$ cat src/rtl/led_blink_scheduler.sv
// Round-robin owner of a single board LED: grants one requester at a time and
// plays its burst of ON/OFF phases on a prescaled tick, then pulses its ack.
//
//   state  | meaning
//   -------+------------------------------------------------------------
//   S_IDLE | LED free; round-robin search of req starting at rr_ptr
//   S_ON   | LED driven high for half ticks of the granted burst
//   S_OFF  | LED driven low for half ticks; repeats ON or finishes
//   S_DONE | one-cycle ack to the owner; grant and busy already dropped
module led_blink_scheduler #(
  parameter int N_REQ    = 4,
  parameter int TICK_DIV = 5000,
  parameter int DIV_W    = 26
) (
  input  logic                 CLOCK_50,
  input  logic                 reset,
  input  logic [N_REQ-1:0]     req,
  input  logic [4*N_REQ-1:0]   blink_cnt,
  input  logic [8*N_REQ-1:0]   half_per,
  output logic [N_REQ-1:0]     grant,
  output logic [N_REQ-1:0]     ack,
  output logic                 busy,
  output logic                 LED
);

  localparam int IDX_W = (N_REQ > 1) ? $clog2(N_REQ) : 1;

  typedef enum logic [1:0] {
    S_IDLE = 2'd0,
    S_ON   = 2'd1,
    S_OFF  = 2'd2,
    S_DONE = 2'd3
  } state_t;

  state_t           state_q, state_d;
  logic [DIV_W-1:0] presc_q, presc_d;
  logic [IDX_W-1:0] rr_ptr_q, rr_ptr_d;
  logic [IDX_W-1:0] owner_q, owner_d;
  logic [7:0]       phase_q, phase_d;
  logic [7:0]       half_q, half_d;
  logic [3:0]       remaining_q, remaining_d;
  logic [N_REQ-1:0] grant_q, grant_d;
  logic [N_REQ-1:0] ack_q, ack_d;
  logic             busy_q, busy_d;
  logic             led_q, led_d;

  logic             tick;
  logic             phase_end;
  logic             owner_req;
  logic             req_found;
  logic [IDX_W-1:0] win_idx;
  logic [3:0]       win_cnt;
  logic [7:0]       win_half;
  int               cand;
  logic [IDX_W-1:0] cand_idx;

  assign tick      = (presc_q == DIV_W'(TICK_DIV - 1));
  assign phase_end = tick && (phase_q == (half_q - 8'd1));
  assign owner_req = req[owner_q];

  // First requester at or after rr_ptr, wrapping.
  always_comb begin
    req_found = 1'b0;
    win_idx   = '0;
    cand      = 0;
    cand_idx  = '0;
    for (int j = 0; j < N_REQ; j++) begin
      cand = int'(rr_ptr_q) + j;
      if (cand >= N_REQ) cand = cand - N_REQ;
      cand_idx = IDX_W'(cand);
      if (!req_found && req[cand_idx]) begin
        req_found = 1'b1;
        win_idx   = cand_idx;
      end
    end
  end

  always_comb begin
    win_cnt  = blink_cnt[4*win_idx +: 4];
    win_half = half_per[8*win_idx +: 8];
    if (win_cnt == 4'd0)  win_cnt  = 4'd1;
    if (win_half == 8'd0) win_half = 8'd1;
  end

  always_comb begin
    state_d     = state_q;
    presc_d     = tick ? '0 : presc_q + 1'b1;
    rr_ptr_d    = rr_ptr_q;
    owner_d     = owner_q;
    phase_d     = phase_q;
    half_d      = half_q;
    remaining_d = remaining_q;
    grant_d     = grant_q;
    ack_d       = '0;
    busy_d      = busy_q;
    led_d       = led_q;

    case (state_q)
      S_IDLE: begin
        if (req_found) begin
          owner_d          = win_idx;
          remaining_d      = win_cnt;
          half_d           = win_half;
          grant_d          = '0;
          grant_d[win_idx] = 1'b1;
          busy_d           = 1'b1;
          led_d            = 1'b1;
          phase_d          = '0;
          presc_d          = '0;
          rr_ptr_d         = (win_idx == IDX_W'(N_REQ - 1)) ? '0 : win_idx + 1'b1;
          state_d          = S_ON;
        end
      end

      S_ON, S_OFF: begin
        if (!owner_req) begin
          // Abandoned burst: release the LED without an ack.
          state_d = S_IDLE;
          led_d   = 1'b0;
          grant_d = '0;
          busy_d  = 1'b0;
          phase_d = '0;
        end else if (phase_end) begin
          phase_d = '0;
          if (state_q == S_ON) begin
            led_d   = 1'b0;
            state_d = S_OFF;
          end else if (remaining_q > 4'd1) begin
            remaining_d = remaining_q - 4'd1;
            led_d       = 1'b1;
            state_d     = S_ON;
          end else begin
            led_d          = 1'b0;
            grant_d        = '0;
            busy_d         = 1'b0;
            ack_d[owner_q] = 1'b1;
            state_d        = S_DONE;
          end
        end else if (tick) begin
          phase_d = phase_q + 8'd1;
        end
      end

      S_DONE: begin
        state_d = S_IDLE;
      end

      default: begin
        state_d = S_IDLE;
      end
    endcase
  end

  always_ff @(posedge CLOCK_50) begin
    if (reset) begin
      state_q     <= S_IDLE;
      presc_q     <= '0;
      rr_ptr_q    <= '0;
      owner_q     <= '0;
      phase_q     <= '0;
      half_q      <= '0;
      remaining_q <= '0;
      grant_q     <= '0;
      ack_q       <= '0;
      busy_q      <= 1'b0;
      led_q       <= 1'b0;
    end else begin
      state_q     <= state_d;
      presc_q     <= presc_d;
      rr_ptr_q    <= rr_ptr_d;
      owner_q     <= owner_d;
      phase_q     <= phase_d;
      half_q      <= half_d;
      remaining_q <= remaining_d;
      grant_q     <= grant_d;
      ack_q       <= ack_d;
      busy_q      <= busy_d;
      led_q       <= led_d;
    end
  end

  assign grant = grant_q;
  assign ack   = ack_q;
  assign busy  = busy_q;
  assign LED   = led_q;

endmodule
$ cat config.mk
export PLATFORM = sky130hd
export DESIGN_NAME = led_blink_scheduler
export DESIGN_NICKNAME = d
export VERILOG_FILES = /design/src/rtl/led_blink_scheduler.sv
export SDC_FILE = /design/constraint.sdc
export NUM_CORES = 1
export LEC_CHECK = 0
export CORE_MARGIN = 3
export CORE_UTILIZATION = 50
export DETAILED_ROUTE_END_ITERATION = 10
export PLACE_DENSITY = 0.83
export SYNTH_ARGS = -nofsm -noshare
export SYNTH_HDL_FRONTEND = slang
export SYNTH_SLANG_ARGS = --single-unit
$ cat constraint.sdc
create_clock -name CLOCK_50 -period 3.9 [get_ports CLOCK_50]
set_input_delay 0.39 -clock CLOCK_50 [delete_from_list [all_inputs] [get_ports CLOCK_50]]
set_output_delay 0.39 -clock CLOCK_50 [all_outputs]
set_load 0.05 [all_outputs]
-- Yosys cells after proc, flatten, opt, wreduce, memory -nomap -nowiden
Index checks and enable logic that the tools add are counted.
- reductions and logical operators: 21
- order comparisons: 13
- add/subtract/negate cells: 12
- bitwise operators: 3
- muxes and demuxes: 66
- shift-type cells: 2
- equality and inequality tests: 15
- operator list (kind ; count):
    $mux W26 ; 3
    $mux W4 ; 11
    $mux W8 ; 5
    $shiftx A32 B6 Y8 ; 1
    $mux W2 ; 14
    $add A26 B1 Y26 const B ; 1
    $eq A26 B13 Y1 const B ; 1
    $mux W1 ; 20
    $lt A2 B3 Y1 const B ; 6
    $pmux W4 S2 ; 2
    $pmux W8 S2 ; 1
    $shiftx A16 B5 Y4 ; 1
    $bmux W1 S2 ; 5
    $ne A2 B2 Y1 const B ; 5
    $ge A3 B3 Y1 const B ; 3
    $ne A3 B3 Y1 const B ; 3
    $add A8 B1 Y8 const B ; 1
    $eq A8 B8 Y1 ; 1
    $logic_not A8 Y1 ; 1
    $sub A2 B1 Y2 const B ; 4
    $sub A8 B1 Y8 const B ; 1
    $add A2 B2 Y3 const B ; 2
    $eq A2 B2 Y1 const B ; 3
    $logic_and A1 B1 Y1 ; 6
    22 further kinds ; 31
- output and inout bits: 10
- logic and storage cells: 143
- register bits: 62

-- Depth between registers and ports, before layout
- depth after elaboration: 20
- mapped depth: 11
- mapped depth without buffers: 9

-- Least setup slack after synthesis
OpenSTA, ideal clock, no wires.
- path type: flip-flop to flip-flop
- start point: register presc_q[18]
- end point: register busy_q (netlist: busy)
- setup time: 100 ps
- cell stages (with the launch flop): 8
- setup slack: 1268 ps
- data required time: 3800 ps
- path buffers: 0
- arrival: 2533 ps
- cells stage by stage: dfxtp_1 -> or4_1 -> or4_1 -> or2_4 -> nor2_4 -> nand4_4 -> mux2_4 -> a2111oi_4
- cells in the longest elaborated chain, start to end: 4
- ends and longest elaborated chain (element ; line ; source):
    start: declaration ; 36 ; logic [DIV_W-1:0] presc_q, presc_d;
    start signal: assignment ; 169 ; presc_q <= presc_d;
    $eq A26 B13 Y1 ; 57 ; assign tick = (presc_q == DIV_W'(TICK_DIV - 1));
    $logic_and A1 B1 Y1 ; 58 ; assign phase_end = tick && (phase_q == (half_q - 8'd1));
    $ne A3 B3 Y1 (no line) ; -- ;
    $reduce_and A5 Y1 (no line) ; -- ;
    end signal: assignment ; 177 ; busy_q <= busy_d;
    end: declaration ; 44 ; logic busy_q, busy_d;
No other way between the ends.
A chain may end at the register's enable or synchronous reset.

-- Final worst setup path
- start point: input req[3]
- end point: register half_q[0]
- cells in the longest elaborated chain, start to end: 15
- elaborated cells between the ends (all ways): 26
- classes of those cells: shift: 1; mux: 17; reduce/logical: 8
- ends and longest elaborated chain (element ; line ; source):
    start: declaration ; 17 ; input logic [N_REQ-1:0] req,
    $bmux W1 S2 ; 71 ; if (!req_found && req[cand_idx]) begin
    $mux W1 (not written as such) ; 71 ;
    $mux W1 ; 71 ;
    $logic_not A1 Y1 ; 71 ;
    $logic_and A1 B1 Y1 ; 71 ;
    $mux W1 ; 71 ;
    $logic_not A1 Y1 ; 71 ;
    $logic_and A1 B1 Y1 ; 71 ;
    $mux W1 ; 71 ;
    $logic_not A1 Y1 ; 71 ;
    $logic_and A1 B1 Y1 ; 71 ;
    $mux W2 ; 71 ;
    $shiftx A32 B6 Y8 ; 80 ; win_half = half_per[8*win_idx +: 8];
    $logic_not A8 Y1 ; 82 ; if (win_half == 8'd0) win_half = 8'd1;
    $mux W8 ; 82 ;
    end signal: assignment ; 173 ; half_q <= half_d;
    end: declaration ; 40 ; logic [7:0] half_q, half_d;
Several ways; a longest one is shown, not always the timed one. The select of a mux whose other input is x is not followed.

==> results.cfg <==
[sta]
finalClockSkew_ns = 0.005594
fmax_ghz = 0.3019
holdWs_ns = 0.4700
report.final.slew_viol_count = 0
setup_viol = 0
grt_setup_unrepaired = false
tightest_slew_ns = 0.8999
fin_crit_sh_pct = 84.94
period_minus_slack_ns = 3.313
setup_tns_ns = 0
relSlewSlack_pct = 40.01
finalHoldViolCount = 0

[final_layout]
fin_util_pct = 65.84
fillers = 574
drive_above_1_share_pct = 6.214
fin_cells = 611
syn2layout_area_growth_pct = 25.01
diodes = 0
num-nets-final = 576

[place]
dp.cells = 595
port_buffers = 63
dp_hpwl_um = 7161
gp_congestion = 0.7950

[global_routing]
grt_max_degree = 29
top_usage_layer = met2
grt_usage_pct = 23.38
grtUsageMet2_pct = 40.23
antenna_found_initial = 0
grt_first_pass_wirelength_um = 15890
grt-ovfl-total = 0
grt_pass1_vias = 3407
met1_usage_pct = 28.21
met3_usage_pct = 5.634

[power]
power_density_nw_per_um2 = 451.7
leakagePower_nw = 1.699
vdd_ir_drop_max_mv = 0.4024
power_w = 0.002065

[setup_path]
crit_buf_inv = 2
cp_top_family = simple AND/OR/NAND/NOR gates
cpMaxStageDelayCell = clkdlybuf4s50_1
cp_data_required_time_ns = 4.15
startpoint_type = input port
cp_common_cell = or4_1
reg2reg_from = presc_q[18]$_SDFF_PP0_
cp_cell_sequence = clkdlybuf4s50_1 -> nor2_1 -> or4_1 -> and2_1 -> inv_2 -> a211oi_1 -> o22ai_1 -> or4_1 -> a311oi_1
critPathArrivalTime_ns = 3.57
end_kind = register
rrSetupSlack_ns = 0.76
cp_max_fo = 28
max_stage_delay_ns = 0.50
crit_type = in -> reg
cp-startpoint = req[3]

[floorplan]
die_area_um2 = 8377
start_util_pct = 52.67
fp.dieW_um = 91.53
core-area_um2 = 6944
die_h_um = 91.53
io_pins = 64
rows = 30

[routing]
drtAntennaViolNets = 0
dr_total_vias = 3534
wl_per_cell_um = 15.75
dr.pass1.iters = 4
drc_errors = 0
first_iter_violations = 206
wl_um = 9626
avgViaCountPerCell = 5.784

[yosys]
synthArstFlopShare_pct = 0
synth_cells = 453
yosysUniqueCellTypes = 63
yosysTopAreaCell = dfxtp_1
ys_ff_latch = 62
synth.area.top_cells = dfxtp_1, nor2_1, xor2_1, a211oi_1, and3_1
synth_flop_cell = dfxtp_1
yosysWarningCount = 0
syn_avg_cell_area_um2 = 8.073
yosys.area.top_type_share_pct = 33.94
synth_nets = 519
synth_edf_count = 0
syn-cell-area_um2 = 3657
yosysSeqAreaShare_pct = 33.94

[cts]
cts_sinks = 62
htree_levels = 3
cts_tree = done
cts_buffers = 9
post_cts_buffers = 0
clk_pin_slew_ns = 0.07
clk_path_buf_depth = 2
worstSkewPairLatency_ns = 0.34
root_buffer = clkbuf_8
cts_resized = 0
cts_hold_buf = 0

[worst_hold_path]
hold_path_class = reg -> reg
hp-start = presc_q[0]$_SDFF_PP0_

[outcome]
status = finished, final reports clean

[job]
cap_violations = 0
[layout by cell type, fill, tap and decap left out, types with 3 or more instances in the layout]
cell type        count
nand4_1             13
a21oi_1             26
or4_1                6
nand3_1             12
inv_1               18
nor4_1               5
a22oi_1              3
ha_1                12
buf_4                4
clkdlybuf4s50_1     63
nand2_1             34
nor3b_1              3
clkbuf_8            10
nor3_1              14
o22ai_1              3
xor2_1              22
o21ai_0             13
and3_1              25
a211oi_1            21
nor2_1              60
o21bai_1             3
xnor2_1             14
or3_1               10
a31oi_1              3
nor2b_1              6
dfxtp_1             62
[registers in the layout, summed over array words and instances, names as in the netlist]
| signal | cells |
|---|---|
| half_q | 8 |
| phase_q | 8 |
| rr_ptr_q | 2 |
| state_q | 2 |
| busy | 1 |
| grant | 4 |
| owner_q | 2 |
| LED | 1 |
| ack | 4 |
| remaining_q | 4 |
| presc_q | 26 |
[worst paths after layout]
| check | end | cells past startpoint |
|---|---|---|
| worst max-delay path | half_q[0]$_SDFFE_PP0P_ | 9 |
| worst min-delay path | presc_q[0]$_SDFF_PP0_ | 1 |
| worst max register to register | phase_q[6]$_SDFFE_PP0P_ | 7 |
| worst min register to register | presc_q[0]$_SDFF_PP0_ | 1 |
[power by group]
| part | switching (W) | total, W | internal, W | leakage (nW) |
|---|---|---|---|---|
| registers | 0.0000580 | 0.000743 | 0.000685 | 0.504 |
| clock network | 0.000242 | 0.000617 | 0.000376 | 0.110 |
| logic | 0.000414 | 0.000705 | 0.000291 | 1.08 |
| total | 0.000713 | 0.00207 | 0.00135 | 1.70 |
[through the flow]
| step | worst slack [ns] | cell area, um2 |
|---|---|---|
| after floorplan | 1.268 | 3657 |
| after global placement | 0.5389 | 4357 |
| after detailed placement | 0.3182 | 4357 |
| after CTS | 0.6852 | 4572 |
| after global routing | 0.3157 | 4572 |
| final | 0.5874 | 4572 |
[kinds of logic (layout without fill, tap and decap cells)]
| group | Yosys count | after routing | synth area share (%) |
|---|---|---|---|
| adder cells (fa/ha/maj) | 12 | 12 | 4.105 |
| multiplexers | 4 | 4 | 1.574 |
| AO/OA/AOI/OAI | 97 | 97 | 18.65 |
| XOR/XNOR | 36 | 36 | 8.621 |
| flip-flops | 62 | 62 | 33.94 |
| AND/OR/NAND/NOR | 202 | 202 | 28.74 |
| buffers and inverters | 40 | 102 | 4.379 |
[synthesized netlist by cell type (all sizes together), types with 10 or more instances]
cell	instances
o21ai	14
nor3	14
a211oi	21
a21oi	27
nor2	61
nand4	14
dfxtp	62
xor2	22
xnor2	14
nand3	12
ha	12
and3	25
inv	19
nand2	34
or3	10
clkbuf	18
[area by class of cell]
cell class                      count  area, um2  area share [%]
Sequential cell                    62       1241           27.15
Inverter                           19      71.32           1.560
Tap cell                           96      120.1           2.627
Clock inverter                      4      70.07           1.533
Clock buffer                       12      145.1           3.175
Multi-Input combinational cell    351       2263           49.51
Timing Repair Buffer               67      660.6           14.45
[metal layers]
layer	up-vias	share of wire, %
met5	-	0
met4	0	2.0
met3	15	3.4
met2	70	50
met1	1699	44
li1	1750	-
(Power assumes the default switching activity.)
